File: src/rtl/lsu_pkg.sv
// lsu_pkg -- shared types and constants for the load/store unit.
//   lsu_state_t : FSM state encoding (IDLE / BUSY / DONE)
//   F3_*        : Funct3 encodings for loads and stores
//   store_be    : byte-enable pattern for a store of a given size/offset
package lsu_pkg;

    typedef enum logic [1:0] {
        IDLE = 2'd0,
        BUSY = 2'd1,
        DONE = 2'd2
    } lsu_state_t;

    localparam logic [2:0] F3_LB  = 3'b000;
    localparam logic [2:0] F3_LH  = 3'b001;
    localparam logic [2:0] F3_LW  = 3'b010;
    localparam logic [2:0] F3_LBU = 3'b100;
    localparam logic [2:0] F3_LHU = 3'b101;
    localparam logic [2:0] F3_SB  = 3'b000;
    localparam logic [2:0] F3_SH  = 3'b001;
    localparam logic [2:0] F3_SW  = 3'b010;

    function automatic logic [3:0] store_be(input logic [2:0] f3, input logic [1:0] off);
        logic [3:0] be;
        case (f3)
            F3_SB:   be = 4'b0001 << off;
            F3_SH:   be = off[1] ? 4'b1100 : 4'b0011;
            default: be = 4'b1111;
        endcase
        return be;
    endfunction

endpackage

File: src/rtl/load_extract.sv
// load_extract -- combinational lane select and sign/zero extension of a
// loaded memory word.
//   word   : raw 32-bit word returned by memory
//   Funct3 : load type (LB/LH/LW/LBU/LHU)
//   addr   : byte offset within the word (addr[1:0] of the access)
//   value  : extended load result
module load_extract
    import lsu_pkg::*;
#(
    parameter int DATA_W = 32
) (
    input  logic [DATA_W-1:0] word,
    input  logic [2:0]        Funct3,
    input  logic [1:0]        addr,
    output logic [DATA_W-1:0] value
);

    logic [7:0]  byte_sel;
    logic [15:0] half_sel;

    always_comb begin
        byte_sel = word[7:0];
        case (addr)
            2'd0: byte_sel = word[7:0];
            2'd1: byte_sel = word[15:8];
            2'd2: byte_sel = word[23:16];
            2'd3: byte_sel = word[31:24];
            default: byte_sel = word[7:0];
        endcase
    end

    assign half_sel = addr[1] ? word[31:16] : word[15:0];

    always_comb begin
        value = word;
        case (Funct3)
            F3_LB:   value = {{(DATA_W-8){byte_sel[7]}}, byte_sel};
            F3_LBU:  value = {{(DATA_W-8){1'b0}}, byte_sel};
            F3_LH:   value = {{(DATA_W-16){half_sel[15]}}, half_sel};
            F3_LHU:  value = {{(DATA_W-16){1'b0}}, half_sel};
            default: value = word;
        endcase
    end

endmodule

File: src/rtl/load_store_unit.sv
// load_store_unit -- issues one memory transaction per load/store
// instruction and stalls the pipeline until memory acknowledges.
//
// state | meaning
// ------+------------------------------------------------------------
// IDLE  | waiting for MemRead/MemWrite; a legal access is latched here
// BUSY  | mem_req high, request fields frozen, waiting for mem_ack
// DONE  | one cycle with stall low so the pipeline advances; inputs
//       | ignored so the same instruction is not re-issued
//
// Ports:
//   clk, reset            : clock, async active-high reset
//   MemRead, MemWrite     : access requests (read wins if both high)
//   Funct3, addr, wd      : access size/sign, byte address, store data
//   rd                    : registered, extended load result
//   stall                 : pipeline hold
//   fault                 : combinational misaligned/illegal access flag
//   mem_req .. mem_ack    : word-aligned memory request interface
module load_store_unit
    import lsu_pkg::*;
#(
    parameter int DATA_W = 32,
    parameter int ADDR_W = 32
) (
    input  logic              clk,
    input  logic              reset,
    input  logic              MemRead,
    input  logic              MemWrite,
    input  logic [2:0]        Funct3,
    input  logic [ADDR_W-1:0] addr,
    input  logic [DATA_W-1:0] wd,
    output logic [DATA_W-1:0] rd,
    output logic              stall,
    output logic              fault,
    output logic              mem_req,
    output logic              mem_we,
    output logic [ADDR_W-1:0] mem_addr,
    output logic [3:0]        mem_be,
    output logic [DATA_W-1:0] mem_wdata,
    input  logic [DATA_W-1:0] mem_rdata,
    input  logic              mem_ack
);

    lsu_state_t        state, state_next;
    logic              access;
    logic              issue;
    logic              ld_q;
    logic [2:0]        f3_q;
    logic [1:0]        off_q;
    logic [DATA_W-1:0] st_data;
    logic [DATA_W-1:0] ld_value;

    assign access = MemRead | MemWrite;

    // Fault reflects the current inputs only; a read takes priority, so
    // with both requests high the load decoding applies.
    always_comb begin
        fault = 1'b0;
        if (MemRead) begin
            case (Funct3)
                F3_LB, F3_LBU: fault = 1'b0;
                F3_LH, F3_LHU: fault = addr[0];
                F3_LW:         fault = |addr[1:0];
                default:       fault = 1'b1;
            endcase
        end else if (MemWrite) begin
            case (Funct3)
                F3_SB:   fault = 1'b0;
                F3_SH:   fault = addr[0];
                F3_SW:   fault = |addr[1:0];
                default: fault = 1'b1;
            endcase
        end
    end

    assign issue = (state == IDLE) && access && !fault;

    always_comb begin
        st_data = wd;
        case (Funct3)
            F3_SB:   st_data = {4{wd[7:0]}};
            F3_SH:   st_data = {2{wd[15:0]}};
            default: st_data = wd;
        endcase
    end

    always_ff @(posedge clk or posedge reset) begin
        if (reset) state <= IDLE;
        else       state <= state_next;
    end

    always_comb begin
        state_next = state;
        case (state)
            IDLE:    if (issue)   state_next = BUSY;
            BUSY:    if (mem_ack) state_next = DONE;
            DONE:    state_next = IDLE;
            default: state_next = IDLE;
        endcase
    end

    // Stall rises combinationally in the issue cycle so the pipeline never
    // advances past an instruction that has just been accepted.
    always_comb begin
        mem_req = 1'b0;
        stall   = 1'b0;
        case (state)
            IDLE:    stall = issue;
            BUSY: begin
                mem_req = 1'b1;
                stall   = 1'b1;
            end
            default: begin
                mem_req = 1'b0;
                stall   = 1'b0;
            end
        endcase
    end

    // Request fields only load on issue, so they stay frozen through BUSY.
    always_ff @(posedge clk or posedge reset) begin
        if (reset) begin
            mem_we    <= 1'b0;
            mem_addr  <= '0;
            mem_be    <= 4'b0000;
            mem_wdata <= '0;
            ld_q      <= 1'b0;
            f3_q      <= 3'b000;
            off_q     <= 2'b00;
        end else if (issue) begin
            mem_we    <= !MemRead;
            mem_addr  <= {addr[ADDR_W-1:2], 2'b00};
            mem_be    <= MemRead ? 4'b1111 : store_be(Funct3, addr[1:0]);
            mem_wdata <= MemRead ? '0 : st_data;
            ld_q      <= MemRead;
            f3_q      <= Funct3;
            off_q     <= addr[1:0];
        end
    end

    load_extract #(
        .DATA_W (DATA_W)
    ) u_load_extract (
        .word   (mem_rdata),
        .Funct3 (f3_q),
        .addr   (off_q),
        .value  (ld_value)
    );

    always_ff @(posedge clk or posedge reset) begin
        if (reset)                                  rd <= '0;
        else if ((state == BUSY) && mem_ack && ld_q) rd <= ld_value;
    end

endmodule

File: config.mk
export PLATFORM = sky130hd
export DESIGN_NAME = load_store_unit
export DESIGN_NICKNAME = d
export VERILOG_FILES = /design/src/rtl/lsu_pkg.sv /design/src/rtl/load_extract.sv /design/src/rtl/load_store_unit.sv
export SDC_FILE = /design/constraint.sdc
export NUM_CORES = 1
export LEC_CHECK = 0
export CAP_MARGIN = 20
export CELL_PAD_IN_SITES_DETAIL_PLACEMENT = 1
export CELL_PAD_IN_SITES_GLOBAL_PLACEMENT = 2
export CORE_UTILIZATION = 26
export DETAILED_ROUTE_END_ITERATION = 12
export PLACE_DENSITY_LB_ADDON = 0.1
export SLEW_MARGIN = 20
export SYNTH_ARGS = -nofsm -noshare
export SYNTH_HDL_FRONTEND = slang
export SYNTH_SLANG_ARGS = --single-unit
File: constraint.sdc
create_clock -name clk -period 5.1 [get_ports clk]
set_input_delay 1.275 -clock clk [delete_from_list [all_inputs] [get_ports clk]]
set_output_delay 1.275 -clock clk [all_outputs]
set_load 0.005 [all_outputs]
## Yosys cells after proc, flatten, opt, wreduce, memory -nomap -nowiden

Index checks and enable logic that the tools add are counted.

- Bits in registers: 107
- Input bits: 104
- Output and inout bits: 104
- Word-level logic and storage cells: 55

- Eq/ne operators: 13
- Shift-type cells: 1
- Muxes and demuxes: 17
- Bitwise logic cells: 1
- Reductions and logical operators: 14

Operators by type and width:

| operator | count |
|---|---|
| $pmux W32 S4 | 1 |
| $pmux W32 S2 | 1 |
| $mux W32 | 1 |
| $pmux W8 S4 | 1 |
| $mux W16 | 1 |
| $eq A3 B3 Y1 const B | 4 |
| $mux W4 | 2 |
| $pmux W4 S2 | 1 |
| $eq A3 B1 Y1 const B | 2 |
| $logic_not A3 Y1 | 2 |
| $pmux W1 S3 | 2 |
| $reduce_or A2 Y1 | 3 |
| $eq A2 B1 Y1 const B | 2 |
| $eq A2 B2 Y1 const B | 2 |
| $logic_and A1 B1 Y1 | 4 |
| $logic_not A2 Y1 | 2 |
| $mux W2 | 2 |
| $ne A2 B2 Y1 const B | 2 |
| $pmux W2 S2 | 1 |
| $shl A1 B2 Y4 const A | 1 |
| $eq A3 B2 Y1 const B | 1 |
| $mux W1 | 3 |
| $logic_not A1 Y1 | 2 |
| $pmux W1 S2 | 1 |
| 2 further kinds | 2 |

## Depth between registers and ports, before layout

- Word-level depth: 8
- Mapped depth: 6
- Mapped depth without buffers: 4

## Cells and area by module

Synthesis repeated with hierarchy kept, for this count alone.

- Cells, all modules: 420
- Area total of the unflattened synthesis: 5,054.8 um^2

Modules (own cells, without submodules):

| module | instances | cells each | area each (um^2) | sequential area each (um^2) |
|---|---|---|---|---|
| load_store_unit | 1 | 309 | 4,386.7 | 2,677.6 |
| load_extract | 1 | 111 | 668.1 | 0.0 |

## Worst setup path after synthesis

Ideal clock, no wire load.

- Path kind: input to output
- Start point: input Funct3[0]
- End point: output stall
- Arrival time: 2.341 ns
- Required time: 3.825 ns
- Setup slack: 1.484 ns
- Stages on the path: 6
- Buffers on the path: 2
- Cell sequence: nor2_1 a32oi_1 nor4_1 buf_2 buf_4 or2_2

- Cells in the longest elaborated chain, start to end: 7
- Elaborated cells on any way between the ends: 14
- Classes of those cells: eq/ne: 4; mux: 5; reduce/logical: 5

RTL lines:

| item | RTL line | text |
|---|---|---|
| from (decl) | load_store_unit.sv:29 | `input logic [2:0] Funct3,` |
| $eq A3 B2 Y1, or another cell as far along | load_store_unit.sv:60, load_store_unit.sv:67 |  |
| $pmux W1 S3 / $reduce_or A2 Y1 (equally long branches) | load_store_unit.sv:67, load_store_unit.sv:60 |  |
| $mux W1 / $pmux W1 S3 (equally long branches) | load_store_unit.sv:66, load_store_unit.sv:60 |  |
| $mux W1 (*) | load_store_unit.sv:59 | `if (MemRead) begin` |
| $logic_not A1 Y1 (*) | load_store_unit.sv:76 | `assign issue = (state == IDLE) && access && !fault;` |
| $logic_and A1 B1 Y1 (*) | load_store_unit.sv:76 |  |
| $pmux W1 S2 (*) | load_store_unit.sv:107 | `case (state)` |
| to (decl) | load_store_unit.sv:33 | `output logic stall,` |

Every way passes the cells marked *; elsewhere a longest branch is shown, timed or not.

## Worst setup path after layout

Ends and elaborated chain as after synthesis.

==> results by group <==
Status
  • Status: finished clean

Die
  • Core ar.: approximately 0.019 sq mm
  • Die Y: roughly 140 um
  • Cell Rows: 50
  • Io pins: between 200 and 250
  • Total die area: 0.0201 sq mm
  • Die W: about 140 um
  • Starting Density: 0.268

STA
  • Final setup TNS: 0 ps
  • Worst-Margin Slew: about 1000 ps
  • Max frequency: around 220 MHz
  • Fin Clk Skew: 7.71 ps
  • Minimum clock period: roughly 4500 ps
  • Max Transition Viols Final: 0
  • Final worst path period share: 0.877
  • Final Hold Viols: 0
  • Final setup fails: 0
  • RSZ-0062 raised after global routing: false
  • Worst slew margin: 0.327

Layout
  • Footprint of the multi-input gates: between 0.002 and 0.0025 sq mm
  • Share of cells above drive strength 1: 0.154
  • Syn-to-layout area delta: 50.5%
  • N_diodes: 0
  • Most common cell after layout, fill and taps aside: clkdlybuf4s50_1
  • Fillers: slightly above 2000
  • Core Util, Final: 0.404
  • Reg area: between 0.002 and 0.003 sq mm
  • Commonest non-fill, non-tap cells in the layout: clkdlybuf4s50_1 (205), dfrtp_1 (107), mux2_2 (69), nand2_1 (54), nand3_1 (38)
  • # nets final: ~760

Route
  • DRC: 0
  • Routed length on met1: between 7 and 8 mm
  • Post-route ant nets: 0
  • Drt wl/cell: 18.2 um
  • Met3 Routed Length: roughly 1.0 mm
  • DRT Pass-1 Iters: 4
  • WL met2: 7.74 mm
  • Via count: around 4300
  • Initial DRC count: 145
  • Highest routed metal layer: met4
  • WL final: 16.8 mm
  • Vias per cell: between 4 and 5

Worst hold path
  • Worst Hold Class: reg -> reg
  • Hold path depth: 2
  • Min-delay src: rd[30]$_DFFE_PP0P_
  • Hold-critical path endpoint: rd[30]$_DFFE_PP0P_

Power and ir drop
  • Peak supply drop: approximately 0.00016 V
  • NetSw: 1060 uW
  • Switch share: 0.311
  • Tot Pwr: roughly 3400 uW
  • Pint: between 2000 and 2500 uW
  • Combinational power share: 0.397
  • Pwr per Cell Area: about 450 mW/mm^2
  • Leakage: between 0.003 and 0.004 uW
  • Sequential Power Share: 0.400
  • Clock Power Share: 0.203

Critical path
  • R2r setup slk: around 2600 ps
  • RR Endpoint: rd[13]$_DFFE_PP0P_
  • Reg2Reg Depth: 3
  • Setup CP Type: in -> out
  • Crit start category: input port
  • WP data required: 3830 ps
  • RR Startpoint: off_q[1]$_DFFE_PP0P_
  • Worst Path Arrival: approximately 3200 ps
  • Crit path max fanout: 5
  • Crit end category: output port

Synthesis
  • Post-Syn Area: around 0.005 sq mm
  • Ys Warns: 0
  • Number of synthesized register bits: about 110
  • Post-Syn Instances: ~470
  • Seq/Total Area, Yosys: 0.526
  • Syn Area/Cell: 10.9 sq um
  • Post-synthesis cell type count: 36

Clocking
  • H-tree depth: 3
  • Worst-Skew Late Latency: between 300 and 400 ps
  • CTS tree: yes
  • Clk root buf: clkbuf_16
  • CTS buffer count: 9
  • Setup bufs post-CTS: 0
  • # resized after CTS: 0
  • Total clock sinks: roughly 110
  • Post-CTS Hold Buffers: 0
  • Reg clk slew, reported paths: about 70 ps
  • Clock Path Buffers: 2

Flow run
  • Max Cap Viol: 0

Global route
  • Vias in the first global route: ~4600
  • Largest net degree at the start of global routing: 75
  • Initial antenna violation count: 0
  • Grt ovf: 0
  • Tot GR Track Use: 0.173
  • First-pass GRT wire length: between 20 and 30 mm

Place
  • GP Congestion: roughly 0.78
  • Dpl hpwl: roughly 12 mm
  • Port Buffers: about 200
-- cell type report --
class,instances,area share
Sequential cell,107,0.350
Timing Repair Buffer,215,0.278
Clock inverter,7,0.00784
Inverter,14,0.00719
Multi-Input combinational cell,311,0.286
Tap cell,260,0.0425
Clock buffer,9,0.0294
-- logic make-up after synthesis --
group                  synth area share
and+or+nand+nor                   0.134
DFF                               0.526
buffers and inverters            0.0460
AOI/OAI and AO/OA                0.0944
other                          0.000737
muxes                             0.198
-- power groups by stage --
| stage | Sequential (uW) | Combinational (uW) | Clock (uW) |
|---|---|---|---|
| finish | 1360 | 1350 | 694 |
| global placement | 1370 | 1360 | 0 |
| CTS | 1370 | 1390 | 734 |
| floorplan | 1350 | 550 | 0 |
| detailed placement | 1380 | 1380 | 0 |
| global route | 1420 | 1480 | 763 |
-- registers in the layout, summed over array words and instances, names as in the netlist --
register	count
off_q	2
mem_wdata	32
state	2
f3_q	3
mem_be	4
rd	32
mem_we	1
ld_q	1
mem_addr	30
-- synth_stat cells --
cell       instances  area [sq um]
a21o_1             1          7.51
or2_2              2          12.5
dfrtp_1          107          2680
nor2b_1           13          81.3
nand2b_1           5          31.3
inv_1             14          52.6
mux2i_1           21           210
buf_4              6          45.0
mux2_2            69           777
o2bb2ai_1          1          8.76
a211oi_1           8          60.1
clkbuf_1          17          63.8
o22a_1             5          43.8
nor2_1            16          60.1
o21ai_0           17          85.1
a32oi_1            1          8.76
or3_1              2          12.5
nand2_1           54           203
a21oi_1           26           130
mux4_2             1          22.5
nand3_1           38           190
o21a_1             8          60.1
and3_1             1          6.26
nor3_1             1          5.00
o311ai_0           5          43.8
conb_1             1          3.75
a221oi_1           1          8.76
buf_2              7          35.0
nor4_1             1          6.26
or4_1              1          7.51
a211oi_2           1          12.5
buf_1              4          15.0
buf_6              2          22.5
and2_1             1          6.26
a2111o_1           1          11.3
nor3b_1            8          60.1
-- worst max-delay path, stage by stage --
cell,delay [ps]
clkdlybuf4s50_1,560
nand2_1,70
a32oi_1,400
nor4_2,100
or2_2,310
clkdlybuf4s50_1,490
-- worst max path at each step --
stage,startpoint,endpoint,slack [ps]
3_3_place_gp,Funct3[2],stall,650
2_1_floorplan,reset,f3_q[0]$_DFFE_PP0P_,1010
4_1_cts,Funct3[0],stall,630
5_1_grt,Funct3[0],stall,570
3_5_place_dp,Funct3[0],stall,630
6_report,Funct3[0],stall,630
-- stage by stage --
stage / setup WS (ps) / area [sq um] / hold slack, ps / std cells
6_report: 627 / 7660 / 496 / 923
5_1_grt: 571 / 7660 / 528 / 923
4_1_cts: 627 / 7660 / 502 / 923
3_5_place_dp: 631 / 7370 / 482 / 907
3_3_place_gp: 647 / 7370 / 477 / 907
2_1_floorplan: 1010 / 5090 / 473 / 468
-- metal layers --
layer	global-route usage	vias up
li1	-	2005
met2	0.268	109
met1	0.235	2158
met3	0.0520	7
met5	0	-
met4	0.0430	0
No activity file was read; power rests on OpenSTA's default activity.
